===== src/rtl/sram_port_arbiter_pkg.sv =====
// Shared SRAM geometry, requester indices and lock-owner encoding for the
// single-port SRAM arbiter.
package sram_port_arbiter_pkg;

  localparam int unsigned SRAM_DW    = 32;
  localparam int unsigned SRAM_MASKW = 4;
  localparam int unsigned REQ_CORE   = 0;
  localparam int unsigned REQ_HOST   = 1;
  localparam int unsigned NUM_REQ    = 2;
  localparam int unsigned STARVE_CW  = 8;

  typedef enum logic [1:0] {
    LOCK_NONE = 2'd0,
    LOCK_CORE = 2'd1,
    LOCK_HOST = 2'd2
  } lock_own_e;

endpackage : sram_port_arbiter_pkg


===== src/rtl/sram_port_arbiter.sv =====
// Two-requester arbiter for the 1RW port of one SRAM macro: same-cycle grant,
// active-low macro controls and one-cycle-later read valid to the winner.
module sram_port_arbiter
  import sram_port_arbiter_pkg::*;
#(
  parameter int unsigned AW           = 8,
  parameter int unsigned FIXED_PRIO   = 0,
  parameter int unsigned STARVE_LIMIT = 8
) (
  input  logic                  clk,
  input  logic                  wb_rst_i,
  input  logic                  r0_req,
  input  logic                  r0_we,
  input  logic                  r0_lock,
  input  logic [SRAM_MASKW-1:0] r0_wmask,
  input  logic [AW-1:0]         r0_addr,
  input  logic [SRAM_DW-1:0]    r0_wdata,
  output logic                  r0_gnt,
  output logic                  r0_rvalid,
  output logic [SRAM_DW-1:0]    r0_rdata,
  input  logic                  r1_req,
  input  logic                  r1_we,
  input  logic                  r1_lock,
  input  logic [SRAM_MASKW-1:0] r1_wmask,
  input  logic [AW-1:0]         r1_addr,
  input  logic [SRAM_DW-1:0]    r1_wdata,
  output logic                  r1_gnt,
  output logic                  r1_rvalid,
  output logic [SRAM_DW-1:0]    r1_rdata,
  output logic                  sram_csb0,
  output logic                  sram_web0,
  output logic [SRAM_MASKW-1:0] sram_wmask0,
  output logic [AW-1:0]         sram_addr0,
  output logic [SRAM_DW-1:0]    sram_din0,
  input  logic [SRAM_DW-1:0]    sram_dout0
);

  localparam logic [STARVE_CW-1:0] STARVE_MAX = STARVE_CW'(STARVE_LIMIT);

  lock_own_e              lock_own_q, lock_own_d;
  logic                   rr_ptr_q, rr_ptr_d;
  logic [STARVE_CW-1:0]   starve_cnt_q, starve_cnt_d;
  logic [NUM_REQ-1:0]     rvalid_q, rvalid_d;
  logic [NUM_REQ-1:0]     gnt;

  always_ff @(posedge clk or posedge wb_rst_i) begin
    if (wb_rst_i) begin
      lock_own_q   <= LOCK_NONE;
      rr_ptr_q     <= 1'b0;
      starve_cnt_q <= '0;
      rvalid_q     <= '0;
    end else begin
      lock_own_q   <= lock_own_d;
      rr_ptr_q     <= rr_ptr_d;
      starve_cnt_q <= starve_cnt_d;
      rvalid_q     <= rvalid_d;
    end
  end

  // Grant priority: live lock, starvation override, lone requester, tie-break.
  always_comb begin
    gnt = '0;
    if (!wb_rst_i) begin
      if (lock_own_q == LOCK_CORE && r0_lock) begin
        gnt[REQ_CORE] = r0_req;
      end else if (lock_own_q == LOCK_HOST && r1_lock) begin
        gnt[REQ_HOST] = r1_req;
      end else if (FIXED_PRIO != 0 && starve_cnt_q == STARVE_MAX && r1_req) begin
        gnt[REQ_HOST] = 1'b1;
      end else if (r0_req && r1_req) begin
        if (FIXED_PRIO == 0 && rr_ptr_q) gnt[REQ_HOST] = 1'b1;
        else                             gnt[REQ_CORE] = 1'b1;
      end else begin
        gnt[REQ_CORE] = r0_req;
        gnt[REQ_HOST] = r1_req;
      end
    end
  end

  // Next-state for lock owner, round-robin pointer, starvation count, read valid.
  always_comb begin
    lock_own_d   = lock_own_q;
    rr_ptr_d     = rr_ptr_q;
    starve_cnt_d = starve_cnt_q;
    rvalid_d     = '0;

    if (lock_own_q == LOCK_CORE && !r0_lock) lock_own_d = LOCK_NONE;
    if (lock_own_q == LOCK_HOST && !r1_lock) lock_own_d = LOCK_NONE;
    if (gnt[REQ_CORE] && r0_lock)      lock_own_d = LOCK_CORE;
    else if (gnt[REQ_HOST] && r1_lock) lock_own_d = LOCK_HOST;

    if (gnt[REQ_CORE])      rr_ptr_d = 1'b1;
    else if (gnt[REQ_HOST]) rr_ptr_d = 1'b0;

    if (FIXED_PRIO == 0 || !r1_req || gnt[REQ_HOST]) starve_cnt_d = '0;
    else if (starve_cnt_q < STARVE_MAX) starve_cnt_d = starve_cnt_q + STARVE_CW'(1);

    rvalid_d[REQ_CORE] = gnt[REQ_CORE] & ~r0_we;
    rvalid_d[REQ_HOST] = gnt[REQ_HOST] & ~r1_we;
  end

  // Macro port mux; idle values whenever nobody is granted.
  always_comb begin
    sram_csb0   = 1'b1;
    sram_web0   = 1'b1;
    sram_wmask0 = '0;
    sram_addr0  = '0;
    sram_din0   = '0;
    if (gnt[REQ_HOST]) begin
      sram_csb0   = 1'b0;
      sram_web0   = ~r1_we;
      sram_wmask0 = r1_wmask;
      sram_addr0  = r1_addr;
      sram_din0   = r1_wdata;
    end else if (gnt[REQ_CORE]) begin
      sram_csb0   = 1'b0;
      sram_web0   = ~r0_we;
      sram_wmask0 = r0_wmask;
      sram_addr0  = r0_addr;
      sram_din0   = r0_wdata;
    end
  end

  assign r0_gnt    = gnt[REQ_CORE];
  assign r1_gnt    = gnt[REQ_HOST];
  assign r0_rvalid = rvalid_q[REQ_CORE];
  assign r1_rvalid = rvalid_q[REQ_HOST];
  assign r0_rdata  = sram_dout0;
  assign r1_rdata  = sram_dout0;

endmodule : sram_port_arbiter


===== config.mk =====
export PLATFORM = sky130hd
export DESIGN_NAME = sram_port_arbiter
export DESIGN_NICKNAME = d
export VERILOG_FILES = /design/src/rtl/sram_port_arbiter_pkg.sv /design/src/rtl/sram_port_arbiter.sv
export SDC_FILE = /design/constraint.sdc
export NUM_CORES = 1
export LEC_CHECK = 0
export ABC_AREA = 1
export CAP_MARGIN = 5
export CORE_ASPECT_RATIO = 0.5
export CORE_MARGIN = 10
export CORE_UTILIZATION = 22
export CTS_BUF_LIST = sky130_fd_sc_hd__clkbuf_8 sky130_fd_sc_hd__clkbuf_16
export DETAILED_ROUTE_END_ITERATION = 10
export GPL_ROUTABILITY_DRIVEN = 0
export PLACE_DENSITY = 0.83
export SLEW_MARGIN = 20
export SYNTH_ARGS = -nofsm -noshare
export SYNTH_HDL_FRONTEND = slang
export SYNTH_SLANG_ARGS = --single-unit

===== constraint.sdc =====
create_clock -name clk -period 1.7 [get_ports clk]
set_input_delay 0.34 -clock clk [delete_from_list [all_inputs] [get_ports clk]]
set_output_delay 0.34 -clock clk [all_outputs]
set_load 0.005 [all_outputs]

==> results of run 1 <==
[metrics by stage]
stage | hold WS, ns | area (µm²)
after global routing | 0.315 | 3090
after floorplan | 0.119 | 1430
final | 0.291 | 3090
after global placement | 0.496 | 2570
after detailed placement | 0.496 | 2570
after CTS | 0.281 | 2910
[worst min-delay path by stage]
stage	start	endpoint	slack (ns)
after floorplan	wb_rst_i	lock_own_q[0]	0.12
after global placement	rr_ptr_q	rr_ptr_q	0.50
after detailed placement	rr_ptr_q	rr_ptr_q	0.50
after CTS	wb_rst_i	lock_own_q[1]	0.28
after global routing	wb_rst_i	rvalid_q[0]	0.31
final	wb_rst_i	lock_own_q[0]	0.29
[registers in the layout (all words and copies together), names as in the netlist]
signal	flops
lock_own_q	2
rr_ptr_q	1
rvalid_q	2
[area by class of cell]
type                            count  area share
Inverter                           13      0.0182
Clock buffer                        3      0.0243
Timing Repair Buffer              172       0.557
Tap cell                           88      0.0357
Multi-Input combinational cell    161       0.323
Sequential cell                     5      0.0409
Clock inverter                      1     0.00122
[power groups by stage]
stage | clock [µW] | sequential [µW] | combinational, µW
4_1_cts | 382 | 143 | 850
2_1_floorplan | 0 | 142 | 352
5_1_grt | 387 | 148 | 980
6_report | 375 | 146 | 915
3_5_place_dp | 0 | 143 | 734
3_3_place_gp | 0 | 143 | 729
[cell usage after synthesis]
cell type    n  area (µm²)
inv_2        2        7.51
nor2_1       5        18.8
nand2_2     10        62.6
nand3_1      3        15.0
buf_12       1        20.0
nor2_2       1        6.26
buf_4       64         480
nor2_8       1        20.0
nand2_1    137         514
o21ai_0      1        5.00
buf_6        7        78.8
nand2_4      1        11.3
nand3_2      2        20.0
inv_1       10        37.5
inv_4        1        6.26
dfrtp_1      5         125
[worst min-delay path: cells and delay by family]
family | cells | cell delay [ns]
buffers and inverters | 3 | 0.53
[layer usage]
layer,global-route usage,vias to the layer above,part of all wire
met4,0.0324,0,0.010
met3,0.0390,10,0.059
li1,-,890,-
met1,0.145,791,0.36
met2,0.243,67,0.57
met5,0,-,0
[logic make-up (layout without fill, tap and decap cells)]
| kind of cell | after synthesis | in the layout | share of synthesized area |
|---|---|---|---|
| buffers and inverters | 85 | 189 | 0.441 |
| DFF | 5 | 5 | 0.0876 |
| and+or+nand+nor | 160 | 160 | 0.468 |
| AOI/OAI and AO/OA | 1 | 1 | 0.00350 |
[what timing repair did]
item,4_1_cts,5_1_grt
endpoints found under the setup margin,48,48
resized for setup,252,83
cloned,8,0
pin swaps,35,26
setup buffers,10,4
==> reports/metrics.cfg, run 1 <==
[worst_setup_path]
critPathMostFrequentCell=nand2_2
worstSetupPathDepth=11
r2r_slack_ns=0.19
crit_path_start_kind=flip-flop
end_kind=output pin
cp_slowest_stage_delay_ns=0.40
crit_slowest_cell=dfrtp_1
worstPathMaxFanout=6
crit_buf_inv=5
worstSetupStartpoint=lock_own_q[0]
critical_path_class=flip-flop to output pin
arrival_ns=1.60
worst-r2r-cell-count=11
rr_startpoint=lock_own_q[0]
path_cells=inv_2, nand3_4, nand2_2, nand2_2, nand2_2, inv_4, buf_12, buf_12, nand2_4, nand2_2, buf_2
required_ns=1.36
cpLargestDelayFamily=buffers and inverters
endpoint=sram_din0[20]
r2r-end=rvalid_q[1]

[timing]
finalMaxSlewViolations=0
clock_skew_ns=0.000692
finalSetupViolations=45
finalSetupTns_ns=-8.26
min_period_ns=1.94
final_hold_viol_count=0
setup_slack_ns=-0.235
max_slew_margin=0.880
worst_pin_slew_ns=0.180
fmax_ghz=0.517
rsz0062_at_grt=true
post-route-period-util=1.14

[pwr]
p_sw_uw=463
p_int_uw=973
worst_ir_drop_vdd_mv=0.255
swShare=0.322
p_seq_frac=0.102
power.total_uw=1440
p_leak_uw=0.00163
p_comb_frac=0.637
clockPowerShare=0.261
p_per_area_nw_per_um2=465

[floorplan]
design.core.area_um2=6180
fp.dieW_um=134
rows=20
dieArea_um2=10300
io_pins=242
start_util=0.231
die_height_um=77.0

[placement]
place_inst=425
port_buffers=145
place_hpwl_um=5580
dp_slack_ns=-0.733

[global_routing]
grt_pass1_vias=1874
grt_use_total=0.132
grt_pass1_wl_um=11000
grt_antenna_before_repair=0
grt_start_max_net_pins=18
grt-ovfl-total=0

[yosys]
syn_inst=251
synthesis.area_um2=1430
ys_warn_count=0
ys_ff_latch=5
synth.distinct_cells=16
synth.net_count=379
avgSynthCellArea_um2=5.69
seq_area_frac_synth=0.0876

[cells_and_area]
nNetsFinal=484
stdcell_count=443
regArea_um2=126
mostFrequentLayoutCells=clkdlybuf4s50_1, nand2_2, nand2_1, buf_2, nand2_4
num_antenna_cells=0
multi_input_area_um2=996
area_growth_pct=116
fin_util=0.500
final_common_cell=clkdlybuf4s50_1
final_layout_size_suffix_gt1_frac=0.501
fill_cells=595

[route]
vias=1758
drc=0
dr.pass1.iters=4
post_drt_wl_per_cell_um=17.0
routed_wl_um=7520
antenna_left=0
avgViaCountPerCell=3.97
drt_iter0_markers=49

[clock_tree]
clkLatencyLatePin_ns=0.23
path_clk_slew_ns=0.03
cts.sinks=5
cts_tree=done
h-tree-depth=1
numCtsBuffers=3
ctsHoldBuffers=0
cts_root_buffer=clkbuf_16
clockBufferDepth=2

[status]
violations=negative setup slack
outcome=complete, but fails checks

[worst_hold_path]
hp-class=input pin to asynchronous set/reset pin

[job]
drv_cap=0

No activity file was read; power rests on OpenSTA's default activity.
==> inputs of run 2 (changes only) <==
--- a/config.mk
+++ b/config.mk
@@ -7,13 +7,12 @@
 export LEC_CHECK = 0
 export ABC_AREA = 1
 export CAP_MARGIN = 5
-export CORE_ASPECT_RATIO = 0.5
-export CORE_MARGIN = 10
-export CORE_UTILIZATION = 22
+export CORE_AREA = 10 10 85 87
 export CTS_BUF_LIST = sky130_fd_sc_hd__clkbuf_8 sky130_fd_sc_hd__clkbuf_16
 export DETAILED_ROUTE_END_ITERATION = 10
+export DIE_AREA = 0 0 95 97
+export DONT_BUFFER_PORTS = 1
 export GPL_ROUTABILITY_DRIVEN = 0
-export PLACE_DENSITY = 0.83
 export SLEW_MARGIN = 20
 export SYNTH_ARGS = -nofsm -noshare
 export SYNTH_HDL_FRONTEND = slang
==> run 2 against run 1 <==
The run still ends with negative setup slack left; global-route usage decreased by 3.0 points; first-iteration DRC count decreased by 53%; sequential cell count unchanged; register-to-register slack improved by 0.32 ns; non-clock buffer count decreased by 161; combinational power decreased by 61%; critical endpoint is now sram_din0[1]; highest routed layer unchanged.
==> reports/metrics.cfg, run 2 (synthesis results as in run 1) <==
[status]
outcome=complete, but fails checks
violations=negative setup slack

[timing]
finalSetupViolations=23  ; -49%
fmax_ghz=0.578  ; +12%
post-route-period-util=1.02  ; -0.121
rsz0062_at_grt=true
finalMaxSlewViolations=0  ; unchanged
min_period_ns=1.73  ; -0.205 ns
final_hold_viol_count=0  ; unchanged
max_slew_margin=0.822  ; -0.0579
fin_hold_ws_ns=0.188  ; -0.103 ns
worst_pin_slew_ns=0.266  ; +0.0860 ns
clock_skew_ns=0.00102  ; +0.000332 ns
setup_slack_ns=-0.0297  ; +0.205 ns

[clock_tree]
clockBufferDepth=2  ; unchanged
clkLatencyLatePin_ns=0.22  ; about the same
numCtsBuffers=3  ; unchanged
path_clk_slew_ns=0.04  ; about the same
h-tree-depth=1  ; unchanged
cts_tree=done
cts_root_buffer=clkbuf_8
cts.sinks=5  ; unchanged

[global_routing]
grt_pass1_wl_um=7480  ; -32%
grt_start_max_net_pins=27  ; +9
grt-ovfl-total=0  ; unchanged
grt_pass1_vias=1258  ; -33%
grt_use_total=0.102  ; -0.0300
grt_antenna_before_repair=0  ; unchanged

[cells_and_area]
stdcell_count=266  ; -40%
final_common_cell=nand2_1
area_growth_pct=-12.9
fill_cells=642  ; +7.9%
top_regs=lock_own_q (2), rvalid_q (2), rr_ptr_q (1)
regArea_um2=125  ; -0.99%
num_antenna_cells=0  ; unchanged
final_layout_size_suffix_gt1_frac=0.314  ; -0.187
multi_input_area_um2=753  ; -24%
mostFrequentLayoutCells=nand2_1, nand2_2, inv_1, nor2_1, dfrtp_1
nNetsFinal=323  ; -33%
fin_util=0.227  ; -0.272

[route]
avgViaCountPerCell=4.52  ; +14%
drt_iter0_markers=23  ; -53%
vias=1202  ; -32%
routed_wl_um=5450  ; -28%
drc=0  ; unchanged
post_drt_wl_per_cell_um=20.5  ; +21%
dr.pass1.iters=4  ; unchanged
antenna_left=0  ; unchanged

[worst_setup_path]
crit_slowest_cell=dfrtp_1
arrival_ns=1.39  ; -0.21 ns
end_kind=output pin
required_ns=1.36  ; about the same
cp_slowest_stage_delay_ns=0.40  ; about the same
path_cells=inv_2, nand3_2, nand2_2, inv_2, nor2_8, buf_12, nand2_1, nand2_2
critical_path_class=flip-flop to output pin
worstPathMaxFanout=26  ; +20
crit_path_start_kind=flip-flop
r2r_slack_ns=0.51  ; +0.32 ns

[floorplan]
io_pins=242  ; unchanged
rows=27  ; +35%
dieArea_um2=9220  ; -11%
die_height_um=97  ; +26%
fp.dieW_um=95  ; -29%
start_util=0.261  ; +0.0299
design.core.area_um2=5470  ; -11%

[worst_hold_path]
hp-class=input pin to flip-flop

[pwr]
p_leak_uw=0.000701  ; -57%
p_per_area_nw_per_um2=573  ; +23%
p_int_uw=427  ; -56%
power.total_uw=713  ; -50%
p_sw_uw=286  ; -38%
swShare=0.401  ; +0.0785
p_comb_frac=0.495  ; -0.142
clockPowerShare=0.304  ; +0.043
worst_ir_drop_vdd_mv=0.299  ; +17%
p_seq_frac=0.201  ; +0.099

[placement]
place_inst=255  ; -40%
place_hpwl_um=4560  ; -18%
port_buffers=0  ; -100%
dp_slack_ns=0.105  ; +0.838 ns

[job]
drv_cap=0  ; unchanged

[run 2: cell types whose count changed in the layout (fill, tap and decap cells not counted), sizes merged]
| cell | change |
|---|---|
| buf | -64 |
| clkbuf | -1 |
| clkdlybuf4s15 | -1 |
| clkdlybuf4s50 | -92 |
| dlygate4sd2 | -4 |
| dlygate4sd3 | +1 |
[run 2: critical path: cells and delay by family, from the launching register on]
| family | cells | cell delay (ns) |
|---|---|---|
| buf+inv | 3 | 0.30 |
| flops | 1 | 0.40 |
| simple gates | 5 | 0.45 |
[run 2: metrics by stage]
step           instance area [µm²]  setup TNS (ns)
3_3_place_gp                  1020               0
2_1_floorplan                 1430               0
5_1_grt                       1240           -3.86
4_1_cts                       1230          -0.422
3_5_place_dp                  1020               0
6_report                      1240          -0.227
[run 2: area by class of cell]
| class | instances | share of cell area |
|---|---|---|
| multi-input cells | 161 | 0.605 |
| repair buffers | 11 | 0.141 |
| flip-flops and latches | 5 | 0.101 |
| well taps | 72 | 0.0724 |
| inverters | 13 | 0.0452 |
| clock buffers | 3 | 0.0332 |
| clock inverters | 1 | 0.00302 |
[run 2: metal layers]
| layer | global-route usage | vias to the layer above | wire length, µm |
|---|---|---|---|
| met5 | 0 | - | 0 |
| met4 | 0.0252 | 0 | 38 |
| met3 | 0.0648 | 10 | 921 |
| met1 | 0.0943 | 487 | 1710 |
| met2 | 0.180 | 142 | 2780 |
| li1 | - | 563 | - |
[run 2: power groups by stage]
stage / combinational, µW / clock, µW / sequential (µW)
detailed placement: 286 / 0 / 144
finish: 353 / 217 / 143
global placement: 281 / 0 / 144
global route: 395 / 232 / 145
CTS: 357 / 223 / 143
floorplan: 352 / 0 / 142
[run 2: path summary, 6_finish.rpt]
path,startpoint,endpoint,depth (start not counted)
min reg2reg,rr_ptr_q,rr_ptr_q,2
min,r0_we,rvalid_q[0],1
min in group asynchronous,wb_rst_i,rvalid_q[1],2
max in group asynchronous,wb_rst_i,rr_ptr_q,2
max reg2reg,lock_own_q[0],rvalid_q[1],8
max,lock_own_q[0],sram_din0[1],8
[run 2: what timing repair did]
item / 4_1_cts / 5_1_grt
hold endpoints to repair: 5 / 0
setup buffers: 4 / 0
pin swaps: 10 / 0
hold buffers: 1 / 0
endpoints found under the setup margin: 45 / 46
gates resized for setup: 30 / 5
cloned: 2 / 0
==> inputs of run 3 (changes only) <==
--- a/config.mk
+++ b/config.mk
@@ -7,13 +7,12 @@
 export LEC_CHECK = 0
 export ABC_AREA = 1
 export CAP_MARGIN = 5
-export CORE_AREA = 10 10 85 87
+export CORE_AREA = 10 10 86 88
 export CTS_BUF_LIST = sky130_fd_sc_hd__clkbuf_8 sky130_fd_sc_hd__clkbuf_16
 export DETAILED_ROUTE_END_ITERATION = 10
-export DIE_AREA = 0 0 95 97
+export DIE_AREA = 0 0 96 98
 export DONT_BUFFER_PORTS = 1
 export GPL_ROUTABILITY_DRIVEN = 0
-export SLEW_MARGIN = 20
 export SYNTH_ARGS = -nofsm -noshare
 export SYNTH_HDL_FRONTEND = slang
 export SYNTH_SLANG_ARGS = --single-unit
==> run 3 against run 2 <==
The flow still finishes with violations (negative setup slack); sequential power about the same; die area increased by 2.1%; global-route usage increased by 0.074 points; register-to-register slack got worse by 0.02 ns; design area increased by 13%; sequential share of layout area decreased by 1.2 points; combinational power increased by 17%; sequential cell count unchanged; routed wire length decreased by 0.57%; worst hold slack got worse by 0.0063 ns; clock skew about the same.
==> reports/metrics.cfg, run 3 (synthesis results as in run 1) <==
[timing]
min_period_ns=1.79  ; +0.0569 ns
final_hold_viol_count=0  ; unchanged
fmax_ghz=0.560  ; -3.2%
post-route-period-util=1.05  ; +0.0334
worst_pin_slew_ns=0.273  ; +0.00718 ns
max_slew_margin=0.817  ; -0.00480
finalSetupViolations=45  ; +96%
clock_skew_ns=0.00141  ; +0.000390 ns
rsz0062_at_grt=true
setup_slack_ns=-0.0866  ; -0.0569 ns
finalMaxSlewViolations=0  ; unchanged

[job]
drv_cap=0  ; unchanged

[clock_tree]
numCtsBuffers=3  ; unchanged
cts.sinks=5  ; unchanged
h-tree-depth=1  ; unchanged
cts_root_buffer=clkbuf_8
clockBufferDepth=2  ; unchanged
path_clk_slew_ns=0.04  ; about the same
clkLatencyLatePin_ns=0.22  ; about the same
cts_tree=done

[pwr]
worst_ir_drop_vdd_mv=0.479  ; +60%
power.total_uw=772  ; +8.2%
p_per_area_nw_per_um2=547  ; -4.6%
p_leak_uw=0.000799  ; +14%

[floorplan]
design.core.area_um2=5750  ; +5.0%
io_pins=242  ; unchanged
dieArea_um2=9410  ; +2.1%
start_util=0.249  ; -0.0124
die_height_um=98  ; +1.0%
fp.dieW_um=96  ; +1.1%
rows=28  ; +3.7%

[status]
violations=negative setup slack
outcome=complete, but fails checks

[global_routing]
grt_pass1_vias=1408  ; +12%
grt_start_max_net_pins=28  ; +3.7%
grt_pass1_wl_um=7740  ; +3.5%
grt-ovfl-total=0  ; unchanged
grt_use_total=0.103  ; +0.000738
grt_antenna_before_repair=0  ; unchanged

[worst_setup_path]
critical_path_class=flip-flop to output pin
required_ns=1.36  ; about the same
worstPathMaxFanout=8  ; -69%
worstSetupStartpoint=lock_own_q[0]
end_kind=output pin
arrival_ns=1.45  ; +0.06 ns
crit_path_start_kind=flip-flop
rr_startpoint=lock_own_q[0]

[worst_hold_path]
hp-class=input pin to flip-flop
min_from=r0_we

[cells_and_area]
top_regs=lock_own_q (2), rvalid_q (2), rr_ptr_q (1)
nNetsFinal=327  ; +1.2%
mostFrequentLayoutCells=nand2_1, nand2_2, inv_1, nand2_4, buf_12
area_growth_pct=-1.23
final_layout_size_suffix_gt1_frac=0.364  ; +0.0492
fin_util=0.246  ; +0.0182
fill_cells=652  ; +1.6%
final_common_cell=nand2_1
num_antenna_cells=0  ; unchanged

[placement]
port_buffers=0  ; unchanged
place_hpwl_um=4090  ; -10%

[route]
post_drt_wl_per_cell_um=19.8  ; -3.1%
routed_wl_um=5410  ; -0.57%
avgViaCountPerCell=4.65  ; +2.9%
drt_iter0_markers=41  ; +78%
dr.pass1.iters=4  ; unchanged
drc=0  ; unchanged
vias=1270  ; +5.7%
antenna_left=0  ; unchanged

==> run 3: final timing paths <==
kind,end,slack (ns),cells past startpoint
max,sram_din0[17],-0.09,10
min,rvalid_q[0],0.18,1
max reg2reg,rvalid_q[1],0.49,8
min reg2reg,rr_ptr_q,0.52,2
max in group asynchronous,lock_own_q[0],1.04,2
min in group asynchronous,rvalid_q[0],0.48,2
==> run 3: cell type report <==
class | instances | area (µm²) | share of cell area
clock buffers | 3 | 41.3 | 0.0293
inverters | 13 | 56.3 | 0.0399
multi-input cells | 161 | 811 | 0.574
clock inverters | 1 | 3.75 | 0.00266
repair buffers | 15 | 280 | 0.199
flip-flops and latches | 5 | 125 | 0.0887
well taps | 75 | 93.8 | 0.0665
==> run 3: timing repair <==
item / in CTS / in global routing
endpoints found under the setup margin: 45 / 46
gates resized for setup: 36 / 16
pin swaps: 1 / 0
hold buffers: 1 / 0
buffers inserted: 4 / 2
endpoints found under the hold margin: 5 / 0
gates cloned: 4 / 1
==> run 3: worst max-delay path, stage by stage, from the launching register on <==
cell     delay (ns)
dfrtp_1        0.41
inv_2          0.08
nand3_2        0.08
nand2_2        0.07
nand2_2        0.06
nand2_4        0.09
inv_8          0.05
buf_12         0.12
buf_16         0.13
nand2_1        0.07
nand2_2        0.06
==> run 3: where the power goes <==
group          switching (µW)  total [µW]  internal, µW
Combinational             232         413           181
Clock                    58.8         214           155
Sequential               12.1         145           133
==> run 3: layer usage <==
layer	routed length (µm)	vias to the layer above	global-route usage
met3	723	39	0.0482
met5	0	-	0
met1	1680	563	0.0902
met4	291	0	0.0613
met2	2720	97	0.182
li1	-	571	-
==> run 3: through the flow <==
step	hold slack (ns)	worst slack [ns]	area [µm²]	TNS, ns	instances
after floorplan	0.119	0.297	1430	0	251
after global placement	0.143	0.156	1020	0	258
after detailed placement	0.142	0.123	1020	0	258
after CTS	0.177	-0.107	1350	-3.06	271
after global routing	0.178	-0.196	1410	-7.28	273
final	0.182	-0.0866	1410	-2.92	273
